### src/rtl/apb_ctrl_pkg.sv
// Shared APB master types: FSM state encoding and default bus widths.
package apb_ctrl_pkg;

  localparam int APB_ADDR_W = 32;
  localparam int APB_DATA_W = 32;

  typedef enum logic [1:0] {
    ST_IDLE   = 2'd0,
    ST_SETUP  = 2'd1,
    ST_ACCESS = 2'd2
  } apb_state_t;

endpackage

### src/rtl/rr_arbiter.sv
// Round-robin pick: first unmasked request searching upward from ptr with wrap.
// Latency: combinational. Backpressure: none; the caller holds ptr and decides when to accept.
// Masked requests are invisible for the cycle the mask is high.
module rr_arbiter #(
  parameter int NUM_REQ = 2,
  parameter int IDW     = 1
) (
  input  logic [NUM_REQ-1:0] req,
  input  logic [NUM_REQ-1:0] mask,
  input  logic [IDW-1:0]     ptr,
  output logic [IDW-1:0]     win_id,
  output logic               win_vld
);

  always_comb begin
    int idx;
    logic [IDW-1:0] sel;
    idx     = 0;
    sel     = '0;
    win_id  = '0;
    win_vld = 1'b0;
    for (int i = 0; i < NUM_REQ; i++) begin
      idx = int'(ptr) + i;
      if (idx >= NUM_REQ) idx = idx - NUM_REQ;
      sel = IDW'(idx);
      if (!win_vld && req[sel] && !mask[sel]) begin
        win_vld = 1'b1;
        win_id  = sel;
      end
    end
  end

endmodule

### src/rtl/apb_rr_master.sv
// Shares one APB slave between NUM_REQ requesters with round-robin arbitration.
// Latency: request seen in IDLE at N -> SETUP N+1, ACCESS N+2, done pulse N+3.
// Backpressure: requesters hold i_req until done; APB_PREADY_EN adds slave wait states.
module apb_rr_master
  import apb_ctrl_pkg::*;
#(
  parameter int NUM_REQ = 2,
  parameter int ADDR_W  = APB_ADDR_W,
  parameter int DATA_W  = APB_DATA_W
) (
  input  logic                        i_clk,
  input  logic                        i_rst,
  input  logic [NUM_REQ-1:0]          i_req,
  input  logic [NUM_REQ-1:0]          i_req_write,
  input  logic [NUM_REQ*ADDR_W-1:0]   i_req_addr,
  input  logic [NUM_REQ*DATA_W-1:0]   i_req_wdata,
  output logic [NUM_REQ-1:0]          o_req_done,
  output logic [DATA_W-1:0]           o_req_rdata,
  output logic [$clog2(NUM_REQ)-1:0]  o_grant_id,
  output logic [ADDR_W-1:0]           o_paddr,
  output logic                        o_psel,
  output logic                        o_penable,
  output logic                        o_pwrite,
  output logic [DATA_W-1:0]           o_pwdata,
  input  logic [DATA_W-1:0]           i_prdata
`ifdef APB_PREADY_EN
  ,
  input  logic                        i_pready
`endif
);

  localparam int IDW = $clog2(NUM_REQ);

  apb_state_t     state_q, state_d;
  logic [IDW-1:0] ptr_q;
  logic [IDW-1:0] win_id;
  logic           win_vld;
  logic           pready;
  logic           xfer_done;

`ifdef APB_PREADY_EN
  assign pready = i_pready;
`else
  assign pready = 1'b1;
`endif

  assign xfer_done = (state_q == ST_ACCESS) && pready;

  // The requester whose done pulse is out this cycle is masked so it cannot be regranted.
  rr_arbiter #(
    .NUM_REQ (NUM_REQ),
    .IDW     (IDW)
  ) u_arb (
    .req     (i_req),
    .mask    (o_req_done),
    .ptr     (ptr_q),
    .win_id  (win_id),
    .win_vld (win_vld)
  );

  always_comb begin
    state_d   = state_q;
    o_psel    = 1'b0;
    o_penable = 1'b0;
    case (state_q)
      ST_IDLE: begin
        if (win_vld) state_d = ST_SETUP;
      end
      ST_SETUP: begin
        o_psel  = 1'b1;
        state_d = ST_ACCESS;
      end
      ST_ACCESS: begin
        o_psel    = 1'b1;
        o_penable = 1'b1;
        if (pready) state_d = ST_IDLE;
      end
      default: state_d = ST_IDLE;
    endcase
  end

  always_ff @(posedge i_clk) begin
    if (i_rst) begin
      state_q     <= ST_IDLE;
      ptr_q       <= '0;
      o_grant_id  <= '0;
      o_paddr     <= '0;
      o_pwrite    <= 1'b0;
      o_pwdata    <= '0;
      o_req_done  <= '0;
      o_req_rdata <= '0;
    end else begin
      state_q    <= state_d;
      o_req_done <= '0;
      if (state_q == ST_IDLE && win_vld) begin
        o_grant_id <= win_id;
        o_pwrite   <= i_req_write[win_id];
        o_paddr    <= i_req_addr[int'(win_id)*ADDR_W +: ADDR_W];
        o_pwdata   <= i_req_wdata[int'(win_id)*DATA_W +: DATA_W];
      end
      if (xfer_done) begin
        if (!o_pwrite) o_req_rdata <= i_prdata;
        o_req_done <= NUM_REQ'(1) << o_grant_id;
        ptr_q      <= (o_grant_id == IDW'(NUM_REQ - 1)) ? '0 : o_grant_id + 1'b1;
      end
    end
  end

endmodule

### config.mk
export PLATFORM = sky130hd
export DESIGN_NAME = apb_rr_master
export DESIGN_NICKNAME = d
export VERILOG_FILES = /design/src/rtl/apb_ctrl_pkg.sv /design/src/rtl/rr_arbiter.sv /design/src/rtl/apb_rr_master.sv
export SDC_FILE = /design/constraint.sdc
export NUM_CORES = 1
export LEC_CHECK = 0
export CORE_ASPECT_RATIO = 1.75
export CORE_MARGIN = 10
export CORE_UTILIZATION = 41
export DETAILED_ROUTE_END_ITERATION = 7
export HOLD_SLACK_MARGIN = 0.15
export MAX_ROUTING_LAYER = met4
export PLACE_DENSITY = 0.89
export SYNTH_ARGS = -nofsm -noshare
export SYNTH_HDL_FRONTEND = slang
export SYNTH_SLANG_ARGS = --single-unit
export TNS_END_PERCENT = 100
### constraint.sdc
create_clock -name i_clk -period 3.21 [get_ports i_clk]
set_clock_uncertainty 0.15 [all_clocks]
set_input_delay 0.4815 -clock i_clk [delete_from_list [all_inputs] [get_ports i_clk]]
set_output_delay 0.4815 -clock i_clk [all_outputs]
set_load 0.005 [all_outputs]
# Word-level counts from Yosys, hierarchy flattened
# Index checks and enable logic that the tools add are counted.
[totals]
regBits = 103
output_inout_bits = 102
word_cells = 57
[op_classes]
n_addsub = 4
n_lt_le_gt_ge = 5
eq_ne = 3
shifts = 3
n_mux = 21
bitwise = 2
reduce_logical = 11
[op_table]
columns = ["cell", "count"]
rows = [
  ["64-bit by 7-bit variable part select with 32-bit output", 2],
  ["1-bit 2-to-1 mux", 19],
  ["1-bit by 2-bit < comparator with 1-bit output, second input constant", 3],
  ["1-bit logical AND", 4],
  ["2-bit one-hot mux with 2 select lines", 1],
  ["2-bit OR reduction", 2],
  ["1-bit zero test", 3],
  ["1-bit by 1-bit adder with 2-bit output, second input constant", 1],
  ["2-bit by 1-bit equality test with 1-bit output, second input constant", 1],
  ["2-bit equality test, second input constant", 1],
  ["1-bit by 2-bit >= comparator with 1-bit output, second input constant", 1],
  ["2-bit >= comparator, second input constant", 1],
  ["2-bit zero test", 1],
  ["2-bit 2-to-1 mux", 1],
  ["2-bit inequality test, second input constant", 1],
  ["1-bit NOT", 2],
  ["2-bit AND reduction", 1],
  ["1-bit by 1-bit << shifter with 2-bit output, first input constant", 1],
  ["1-bit subtractor, second input constant", 2],
  ["1-bit adder, second input constant", 1],
]

# Longest topological paths before layout
[depth]
word_depth = 13
depth_mapped = 8
mapped_depth_nobuf = 6

# Cells and area by module
# A second synthesis with hierarchy kept.
[unflattened]
hier_cells = 461
hier_area_um2 = 4629.4
[by_module_without_submodules]
columns = ["mod", "instances", "cells_per_inst", "area_per_inst_um2", "seq_area_each_um2"]
rows = [
  ["apb_rr_master", 1, 456, 4593.2, 2062.0],
  ["rr_arbiter", 1, 5, 36.3, 0.0],
]

# Least setup slack after synthesis
# Ideal clock, no wire load.
[synth_timing]
path_type = "flip-flop to flip-flop"
startpoint = "register state_q[0]"
endpoint = "register o_paddr[0]"
setup_time_ps = 89
arrival_ps = 1313
required_time_ps = 2971
path_slack_ps = 1658
stages_incl_launch_ff = 9
period_less_slack_ps = 1552
cell_sequence = "dfxtp_1 -> inv_1 -> ha_1 -> inv_1 -> a21oi_4 -> buf_4 -> clkbuf_4 -> nor2_1 -> a311oi_2"
[synth_via]
elab_chain_cells = 2
[synth_lines]
columns = ["item", "line", "text"]
rows = [
  ["start, declared", "apb_rr_master.sv:34", "apb_state_t state_q, state_d;"],
  ["start signal, assigned", "apb_rr_master.sv:93", "state_q <= state_d;"],
  ["2-bit zero test", "apb_rr_master.sv:95", "if (state_q == ST_IDLE && win_vld) begin"],
  ["1-bit logical AND", "apb_rr_master.sv:95", ""],
  ["end signal, assigned", "apb_rr_master.sv:98", "o_paddr <= i_req_addr[int'(win_id)*ADDR_W +: ADDR_W];"],
  ["end, declared", "apb_rr_master.sv:20", "output logic [ADDR_W-1:0] o_paddr,"],
]
# Every way passes these cells.
# A chain may end at the register's enable or synchronous reset.

# Worst setup path after layout
[layout_timing]
startpoint = "register state_q[0]"
endpoint = "output o_penable"
[layout_via]
elab_chain_cells = 2
[layout_lines]
columns = ["item", "line", "text"]
rows = [
  ["2-bit equality test", "apb_rr_master.sv:65", "case (state_q)"],
  ["1-bit 2-to-1 mux", "apb_rr_master.sv:65", ""],
  ["end, declared", "apb_rr_master.sv:22", "output logic o_penable,"],
]
# Every way passes these cells.

==> results.json <==
{
  "status": "finished clean",
  "postCtsSetupRepairBufs": 0,
  "timing.rr.start": "state_q[0]$_SDFFE_PP0P_",
  "dp_cells": 887,
  "arrival_ns": 1.62,
  "antenna_found_initial": 0,
  "syn-num-nets": 698,
  "path_class": "flip-flop to output pin",
  "critPathLaunch": "state_q[0]$_SDFFE_PP0P_",
  "drt-initial-drc-count": 227,
  "wl_per_cell_um": 19.1,
  "synth.cell_area_um2": 4500,
  "fillerInstances": 802,
  "cts_buffer_depth": 2,
  "routed_wl_um": 17200,
  "via_count": 4736,
  "die_w_um": 99.2,
  "slew_violations": 0,
  "grt.total_usage_pct": 21.0,
  "ant_nets": 0,
  "syn_avg_cell_area_um2": 8.51,
  "clock_sinks": 103,
  "r2r_slack_ns": 1.19,
  "grt_first_pass_wirelength_um": 25500,
  "ios": 268,
  "max_cap_viol_count": 0,
  "critPathSlowestCell": "clkdlybuf4s50_1",
  "finalHoldViolCount": 0,
  "hp-class": "flip-flop to flip-flop",
  "grt_max_degree": 85,
  "synth-seq-cells": 103,
  "setup_viol": 0,
  "critPathMaxStageDelay_ns": 0.56,
  "layout-drive-gt1-share_pct": 10.1,
  "start_util_pct": 42.1,
  "yosysSeqAreaShare_pct": 45.8,
  "cp-end-kind": "output pin",
  "vias_per_cell": 5.24,
  "numCtsBuffers": 9,
  "nets": 937,
  "post_cts_resized": 0,
  "finalCriticalPeriod_ns": 2.25,
  "tightest_slew_ns": 0.759,
  "cts_hold_buf": 0,
  "crit_path_cell_trace": "inv_1 -> ha_1 -> clkdlybuf4s50_1",
  "p_leak_nw": 2.76,
  "multi_input_area_um2": 2170,
  "regArea_um2": 2060,
  "r2r_end": "o_paddr[2]$_SDFFE_PP0P_",
  "max_freq_ghz": 0.445,
  "tritoncts": "yes",
  "globalRouteOverflowTotal": 0,
  "coreArea_um2": 10700,
  "final.setup.tns_ns": 0,
  "dieArea_um2": 15700,
  "r2r_cells": 7,
  "critPathCapture": "o_penable",
  "h-tree-depth": 3,
  "area_growth_pct": 66.6,
  "cts_root_buf": "clkbuf_16",
  "firstDrtPassIters": 4,
  "postSynthCellCount": 529,
  "fin_crit_sh_pct": 70.1,
  "gp_congestion": 0.861,
  "irDropWorstVdd_mv": 0.395,
  "cellPowerDensity_nw_per_um2": 493,
  "ys_warn_count": 0,
  "die_y_um": 159,
  "critical_path_required_ns": 2.58,
  "startpoint_type": "flip-flop",
  "clk_latency_ns": 0.34,
  "maxSlewHeadroom_pct": 49.4,
  "grt_pass1_vias": 4945,
  "cts.clk_slew.worst_paths_ns": 0.07,
  "numPortBuffers": 267,
  "yosys.cell_types.count": 28,
  "num_rows": 50,
  "hpwl_um": 13400,
  "drc": 0,
  "cp_max_fo": 7,
  "instances_no_fill": 903,
  "antenna_cells": 0,
  "rsz0062_at_grt": "no"
}
logic make-up after synthesis:
family	share of synthesized area, %
adders and majority gates	0.834
and+or+nand+nor	24.0
buffers and inverters	6.20
muxes	0.445
DFF	45.8
AOI/OAI and AO/OA	22.7
Yosys cell counts:
cell,n,area [µm²]
a211oi_1,1,7.51
a21oi_1,32,160
a21oi_4,1,16.3
a311oi_1,28,245
a311oi_2,38,571
and2b_4,1,10.0
and3b_1,1,8.76
buf_1,1,3.75
buf_2,19,95.1
buf_4,5,37.5
buf_6,3,33.8
buf_8,2,30.0
clkbuf_1,14,52.6
clkbuf_4,2,15.0
dfxtp_1,103,2060
ha_1,3,37.5
inv_1,3,11.3
mux2i_1,2,20.0
nand2_1,184,691
nand2_2,10,62.6
nand2b_1,1,6.26
nand2b_4,2,27.5
nand3_1,1,5.00
nor2_1,68,255
nor2b_1,1,6.26
nor3b_1,1,7.51
o21a_4,1,15.0
o21ai_2,1,8.76
worst min path at each step:
stage                                            start                      endpoint  slack (ns)  cells after the start
final                     o_req_rdata[12]$_SDFFE_PP0P_  o_req_rdata[12]$_SDFFE_PP0P_        0.30                      2
after global routing      o_req_rdata[28]$_SDFFE_PP0P_  o_req_rdata[28]$_SDFFE_PP0P_        0.33                      2
after CTS                 o_req_rdata[12]$_SDFFE_PP0P_  o_req_rdata[12]$_SDFFE_PP0P_        0.31                      2
after detailed placement  o_req_rdata[12]$_SDFFE_PP0P_  o_req_rdata[12]$_SDFFE_PP0P_        0.30                      2
after global placement    o_req_rdata[10]$_SDFFE_PP0P_  o_req_rdata[10]$_SDFFE_PP0P_        0.29                      2
after floorplan            o_req_rdata[0]$_SDFFE_PP0P_   o_req_rdata[0]$_SDFFE_PP0P_        0.30                      2
where the power goes:
group | switching [W] | internal [W] | total (W)
combinational | 0.000452 | 0.000576 | 0.00103
sequential | 0.0000786 | 0.00142 | 0.00149
clock | 0.000486 | 0.000688 | 0.00117
total | 0.00102 | 0.00268 | 0.00370
critical path, delay by kind of cell, from the launching register on:
| family | cells | cell delay (ns) |
|---|---|---|
| adders and majority gates | 1 | 0.29 |
| buffers and inverters | 2 | 0.67 |
| DFF | 1 | 0.32 |
cell usage in the layout, fill, tap and decap left out, drive strengths merged:
cell / count
mux2i: 2
ha: 3
o21a: 1
nor2: 68
bufinv: 2
nand2b: 3
and3b: 1
and2b: 1
a211oi: 1
clkinv: 1
buf: 8
a21oi: 33
nand3: 1
clkbuf: 10
nor2b: 1
nand2: 194
inv: 5
o21ai: 1
nor3b: 1
a311oi: 66
dfxtp: 103
clkdlybuf4s50: 266
clkinvlp: 1
state kept, by name, summed over array words and instances (netlist names):
register and cells:
o_grant_id 1, o_paddr 32, o_pwdata 32, o_pwrite 1
o_req_done 2, o_req_rdata 32, ptr_q 1, state_q 2
metrics by stage:
| stage | cell area (µm²) | util (%) | hold WS, ns | power [W] | worst slack, ns |
|---|---|---|---|---|---|
| global placement | 7180 | 67.1 | 0.292 | 0.00251 | 0.774 |
| CTS | 7500 | 70.1 | 0.309 | 0.00373 | 0.962 |
| global route | 7500 | 70.1 | 0.328 | 0.00386 | 0.877 |
| floorplan | 4500 | - | 0.303 | 0.00198 | 1.66 |
| detailed placement | 7180 | 67.1 | 0.299 | 0.00256 | 0.688 |
| finish | 7500 | 70.1 | 0.304 | 0.00370 | 0.960 |
layout make-up:
class / instances / share of cell area (%)
flip-flops and latches: 103 / 27.5
well taps: 130 / 2.17
inverters: 3 / 0.150
repair buffers: 274 / 37.0
multi-input cells: 377 / 29.0
clock buffers: 10 / 3.05
clock inverters: 6 / 1.20
per-layer routing:
layer	share of wire, %	GRT usage (%)	routed length (µm)
met5	0	-	0
met3	6.6	5.82	1130
met2	52	35.8	8950
met1	35	20.2	6070
met4	6.3	14.9	1090
(Power assumes the default switching activity.)
